$ cat src/rtl/ram_bus_arb_pkg.sv
// ram_bus_arb_pkg: shared types and constants for the RAM bus arbiter.
//   state_t    : arbiter FSM state encoding
//   SIZE_*     : RAM access size codes (byte, half-word, word)
//   pick_read  : classifies an access as a read (re without we)
package ram_bus_arb_pkg;

    typedef enum logic [1:0] {
        IDLE = 2'd0,
        WAIT = 2'd1,
        RESP = 2'd2
    } state_t;

    localparam logic [1:0] SIZE_B = 2'd0;
    localparam logic [1:0] SIZE_H = 2'd1;
    localparam logic [1:0] SIZE_W = 2'd2;

    // The RAM gives writes priority when both strobes are set, so a
    // request only counts as a read when we is clear.
    function automatic logic pick_read(input logic re, input logic we);
        return re & ~we;
    endfunction

endpackage

$ cat src/rtl/ram_bus_arbiter_rr.sv
// rr_arbiter: combinational round-robin grant selection.
//   req  [N-1:0]  : request vector
//   ptr  [IW-1:0] : highest-priority index this cycle
//   en            : grant opportunity; no grant when low
//   gnt  [N-1:0]  : one-hot grant (all zero when nothing granted)
//   idx  [IW-1:0] : index of the granted requester (0 when none)
module rr_arbiter #(
    parameter int N  = 2,
    parameter int IW = (N > 1) ? $clog2(N) : 1
) (
    input  logic [N-1:0]  req,
    input  logic [IW-1:0] ptr,
    input  logic          en,
    output logic [N-1:0]  gnt,
    output logic [IW-1:0] idx
);

    logic [IW:0] pos;
    logic        found;

    // Walk N positions starting at ptr; pos is reduced modulo N without a
    // divider since ptr + k is always below 2N.
    always_comb begin
        gnt   = '0;
        idx   = '0;
        found = 1'b0;
        pos   = '0;
        for (int k = 0; k < N; k++) begin
            pos = {1'b0, ptr} + (IW+1)'(k);
            if (pos >= (IW+1)'(N)) begin
                pos = pos - (IW+1)'(N);
            end
            if (en && !found && req[pos[IW-1:0]]) begin
                found               = 1'b1;
                idx                 = pos[IW-1:0];
                gnt[pos[IW-1:0]]    = 1'b1;
            end
        end
    end

endmodule

$ cat src/rtl/ram_bus_arbiter.sv
// ram_bus_arbiter: shares one 2-cycle RAM port among NUM_MASTERS requesters.
//   clk, rst         : clock, asynchronous active-low reset
//   req_*            : per-master request channel (valid/ready), flattened
//   resp_valid/ready : per-master response handshake
//   resp_rdata       : shared response data, meaningful where resp_valid=1
//   ram_*            : RAM port; all zero when no grant is active
//   ram_rdata        : RAM read data, valid the cycle after ram_en
//
//   state | meaning
//   ------+----------------------------------------------
//   IDLE  | no transaction in flight
//   WAIT  | RAM access issued, read data arrives this cycle
//   RESP  | response held for the owning master
module ram_bus_arbiter
    import ram_bus_arb_pkg::*;
#(
    parameter int NUM_MASTERS = 2,
    parameter int ADDR_WIDTH  = 32,
    parameter int DATA_WIDTH  = 32
) (
    input  logic                                clk,
    input  logic                                rst,
    input  logic [NUM_MASTERS-1:0]              req_valid,
    output logic [NUM_MASTERS-1:0]              req_ready,
    input  logic [NUM_MASTERS*ADDR_WIDTH-1:0]   req_addr,
    input  logic [NUM_MASTERS-1:0]              req_re,
    input  logic [NUM_MASTERS-1:0]              req_we,
    input  logic [NUM_MASTERS*DATA_WIDTH/8-1:0] req_wmask,
    input  logic [NUM_MASTERS*2-1:0]            req_size,
    input  logic [NUM_MASTERS*DATA_WIDTH-1:0]   req_wdata,
    output logic [NUM_MASTERS-1:0]              resp_valid,
    input  logic [NUM_MASTERS-1:0]              resp_ready,
    output logic [DATA_WIDTH-1:0]               resp_rdata,
    output logic                                ram_en,
    output logic                                ram_re,
    output logic                                ram_we,
    output logic [ADDR_WIDTH-1:0]               ram_addr,
    output logic [DATA_WIDTH/8-1:0]             ram_wmask,
    output logic [1:0]                          ram_size,
    output logic [DATA_WIDTH-1:0]               ram_wdata,
    input  logic [DATA_WIDTH-1:0]               ram_rdata
);

    localparam int MW = DATA_WIDTH / 8;
    localparam int IW = (NUM_MASTERS > 1) ? $clog2(NUM_MASTERS) : 1;

    state_t                  state;
    logic [IW-1:0]           rr_ptr;
    logic [IW-1:0]           owner;
    logic                    is_read;
    logic [NUM_MASTERS-1:0]  resp_valid_q;
    logic [DATA_WIDTH-1:0]   resp_buf;

    logic                    handshake;
    logic                    grant_en;
    logic                    granted;
    logic [NUM_MASTERS-1:0]  gnt;
    logic [IW-1:0]           gnt_idx;

    logic [ADDR_WIDTH-1:0]   sel_addr;
    logic [MW-1:0]           sel_wmask;
    logic [1:0]              sel_size;
    logic [DATA_WIDTH-1:0]   sel_wdata;
    logic                    sel_re;
    logic                    sel_we;

    function automatic logic [IW-1:0] next_ptr(input logic [IW-1:0] g);
        return (g == IW'(NUM_MASTERS - 1)) ? '0 : g + 1'b1;
    endfunction

    assign handshake = (state == RESP) && resp_ready[owner];

    // rst gates the grant so nothing reaches the RAM while reset is held,
    // even though the state register already reads IDLE.
    assign grant_en  = rst && ((state == IDLE) || handshake);

    rr_arbiter #(
        .N  (NUM_MASTERS),
        .IW (IW)
    ) u_rr (
        .req (req_valid),
        .ptr (rr_ptr),
        .en  (grant_en),
        .gnt (gnt),
        .idx (gnt_idx)
    );

    assign granted = |gnt;

    // Mux the granted master onto the RAM port; an empty grant leaves zeros.
    always_comb begin
        sel_addr  = '0;
        sel_wmask = '0;
        sel_size  = '0;
        sel_wdata = '0;
        sel_re    = 1'b0;
        sel_we    = 1'b0;
        for (int i = 0; i < NUM_MASTERS; i++) begin
            if (gnt[i]) begin
                sel_addr  = req_addr[i*ADDR_WIDTH +: ADDR_WIDTH];
                sel_wmask = req_wmask[i*MW +: MW];
                sel_size  = req_size[i*2 +: 2];
                sel_wdata = req_wdata[i*DATA_WIDTH +: DATA_WIDTH];
                sel_re    = req_re[i];
                sel_we    = req_we[i];
            end
        end
    end

    assign req_ready  = gnt;
    assign ram_en     = granted;
    assign ram_re     = pick_read(sel_re, sel_we);
    assign ram_we     = sel_we;
    assign ram_addr   = sel_addr;
    assign ram_wmask  = sel_wmask;
    assign ram_size   = sel_size;
    assign ram_wdata  = sel_wdata;

    assign resp_valid = resp_valid_q;
    assign resp_rdata = resp_buf;

    always_ff @(posedge clk or negedge rst) begin
        if (!rst) begin
            state        <= IDLE;
            rr_ptr       <= '0;
            owner        <= '0;
            is_read      <= 1'b0;
            resp_valid_q <= '0;
            resp_buf     <= '0;
        end else begin
            if (granted) begin
                owner   <= gnt_idx;
                is_read <= ram_re;
                rr_ptr  <= next_ptr(gnt_idx);
            end
            case (state)
                IDLE: begin
                    if (granted) begin
                        state <= WAIT;
                    end
                end
                WAIT: begin
                    resp_buf     <= is_read ? ram_rdata : '0;
                    resp_valid_q <= NUM_MASTERS'(1) << owner;
                    state        <= RESP;
                end
                RESP: begin
                    if (handshake) begin
                        resp_valid_q <= '0;
                        state        <= granted ? WAIT : IDLE;
                    end
                end
                default: begin
                    resp_valid_q <= '0;
                    state        <= IDLE;
                end
            endcase
        end
    end

endmodule

$ cat config.mk
export PLATFORM = sky130hd
export DESIGN_NAME = ram_bus_arbiter
export DESIGN_NICKNAME = d
export VERILOG_FILES = /design/src/rtl/ram_bus_arb_pkg.sv /design/src/rtl/ram_bus_arbiter_rr.sv /design/src/rtl/ram_bus_arbiter.sv
export SDC_FILE = /design/constraint.sdc
export NUM_CORES = 1
export LEC_CHECK = 0
export CORE_AREA = 2 2 114 116
export CTS_CLUSTER_DIAMETER = 120
export CTS_CLUSTER_SIZE = 16
export DETAILED_ROUTE_END_ITERATION = 16
export DIE_AREA = 0 0 116 118
export GPL_ROUTABILITY_DRIVEN = 0
export GPL_TIMING_DRIVEN = 0
export HOLD_SLACK_MARGIN = 0.1
export PLACE_DENSITY = 0.61
export SYNTH_ARGS = -nofsm -noshare
export SYNTH_HDL_FRONTEND = slang
export SYNTH_HIERARCHICAL = 1
export SYNTH_SLANG_ARGS = --single-unit
$ cat constraint.sdc
create_clock -name clk -period 3.8 [get_ports clk]
set_clock_uncertainty 0.2 [all_clocks]
set_input_delay 0.95 -clock clk [delete_from_list [all_inputs] [get_ports clk]]
set_output_delay 0.95 -clock clk [all_outputs]
set_load 0.1 [all_outputs]
==> out/results.ini <==
[yosys]
synth_seq_cells=39
yosysSeqAreaShare=0.386
ys_warn_count=6
synth_area_sq_um=2530
synthArstFlopShare=1.00
syn_inst=267
syn-num-nets=449
synth-edff-count=0
synth_cell_type_count=23
synthFlopType=dfrtp_1
synth_area_per_cell_sq_um=9.46

[timing]
fin_crit_sh=0.983
relSlewSlack=0.311
maxSlewViolCount=0
rsz0062_at_grt=true
min_period_ns=3.74
worst_pin_slew_ns=1.03
setup_viol=0
setup-tns-final_ns=0
hold_ws_ns=0.257
fmax_ghz=0.268
finalHoldViolations=0

[power]
p_leak_nw=3.01
switchingPower_mw=3.04
pwr-share-seq=0.136
finalPower_mw=5.06
p_sw_frac=0.602
power_density_nw_per_um2=746
p_int_mw=2.01
irDropWorstVdd_mv=0.316
clkPwrFrac=0.079
comb_power_share=0.785

[global_route]
grt_pass1_vias=3611
antenna_found_initial=2
grtUsageTotal=0.212
overflow=0
grt_max_degree=18
grt_pass1_wl_mm=21.6

[routing]
wl_per_cell_um=19.6
drtAntennaViolNets=0
wl_mm=14.6
first_pass_iters=4
drt_iter0_drc=88
drc=0
vias=3262
vias_per_cell=4.37

[clocking]
clk_pin_slew_ns=0.06
root_buffer=clkbuf_16
cts_max_path_buffers=2
cts_tree=done
numClockSinks=39
cts_hold_buf=0
h-tree-depth=2
numCtsBuffers=5
clkLatencyLatePin_ns=0.28

[worst_setup_path]
worst-r2r-cell-count=8
path_max_fanout=6
slowest_stage=dlygate4sd2_1
critPathTopFamily=buffers and inverters
r2r_setup_slack_ns=1.59
crit_arrival_ns=2.59
crit_buf_inv=2
cp-start-kind=input port
endpoint_kind=output port
path_class=input port to output port
crit_path_cell_trace=clkdlybuf4s15_2, mux2i_4, a21oi_2, nand2_2, a21oi_4, dlygate4sd2_1
slowest_delay_ns=0.90
rr_endpoint=owner
timing.rr.start=owner
required_ns=2.65

[cells_and_area]
final_common_cell=clkdlybuf4s50_1
areaGrowthSynthToFinish_pct=168
final_area_sq_um=6780
fill_cells=1132
nets=754
final_cell_mix=210 x clkdlybuf4s50_1, 69 x a22o_4, 55 x buf_6
drive_gt1_frac=0.337
register_area_sq_um=976
multiInputGateArea_sq_um=1940

[die]
start_util=0.203
die-area_sq_um=13700
fp.coreArea_sq_um=12400
die_w_um=116
io_pins=291
fp-row-count=41
die_height_um=118

[outcome]
outcome=complete, no violations

[placed_design]
numPortBuffers=290
place_area_sq_um=6360
hpwl_mm=12.2

[hold_path]
hold_path_class=input port to asynchronous set/reset pin

[job]
maxCapViolCount=0

-- state kept, by name, summed over array words and instances (netlist names) --
signal      cells
resp_rdata     32
resp_valid      2
state           2
is_read         1
owner           1
rr_ptr          1
-- routing by layer --
metal  vias to the layer above  track usage  share of wire
met1                      1523        0.226           0.34
met4                         0       0.0573          0.022
met5                         -            0              0
met3                        24        0.118           0.13
met2                       155        0.357           0.50
li1                       1560            -              -
-- worst max path at each step --
stage,end,start,cells past startpoint
global placement,ram_wdata[11],rst,10
detailed placement,ram_wdata[11],resp_ready[1],8
finish,req_ready[1],resp_ready[0],6
floorplan,ram_addr[19],resp_ready[1],9
global route,ram_wdata[9],resp_ready[0],10
CTS,ram_addr[27],resp_ready[0],11
-- area by class of cell --
class                           count  area share
Timing Repair Buffer              299       0.468
Multi-Input combinational cell    168       0.286
Sequential cell                    39       0.144
Tap cell                          172      0.0317
Buffer                             24      0.0291
Inverter                           35      0.0199
Clock buffer                        5      0.0184
Clock inverter                      3     0.00221
Antenna cell                        1    0.000369
-- logic make-up after synthesis --
group | share of synthesized area
AOI/OAI and AO/OA | 0.271
muxes | 0.139
and+or+nand+nor | 0.0887
DFF | 0.386
buffers and inverters | 0.114
-- synthesized netlist by cell type, types with 2 or more instances --
library cell / n / share of area
a21oi_1: 5 / 0.0099
a22o_1: 69 / 0.24
buf_2: 12 / 0.024
buf_6: 6 / 0.027
clkbuf_1: 6 / 0.0089
dfrtp_1: 39 / 0.39
inv_1: 35 / 0.052
mux2i_1: 34 / 0.13
nand2_1: 38 / 0.056
nand2b_1: 3 / 0.0074
nor2b_1: 5 / 0.012
nor3b_1: 2 / 0.0059
o21ai_0: 3 / 0.0059
-- timing repair --
| item | in CTS | in global routing |
|---|---|---|
| setup endpoints to repair | 75 | 19 |
| setup buffers | 6 | 0 |
| gates cloned | 1 | 1 |
| pin swaps | 1 | 1 |
| endpoints found under the hold margin | 0 | 0 |
| resized for setup | 544 | 11 |
-- per-stage QoR --
stage	setup slack [ns]	std cells	util
6_report	0.0642	746	0.546
5_1_grt	-0.00434	746	0.546
4_1_cts	0.00588	745	0.542
3_5_place_dp	-1.45	730	0.512
3_3_place_gp	-2.86	729	0.511
2_1_floorplan	-0.147	267	-
-- power by group through the flow --
stage | Combinational [mW] | Clock (mW) | Sequential, mW
after global routing | 4.12 | 0.439 | 0.707
after CTS | 3.98 | 0.418 | 0.688
after detailed placement | 3.85 | 0 | 0.688
after floorplan | 1.88 | 0 | 1.71
after global placement | 3.84 | 0 | 0.683
final | 3.97 | 0.400 | 0.687
No activity file was read; power rests on OpenSTA's default activity.
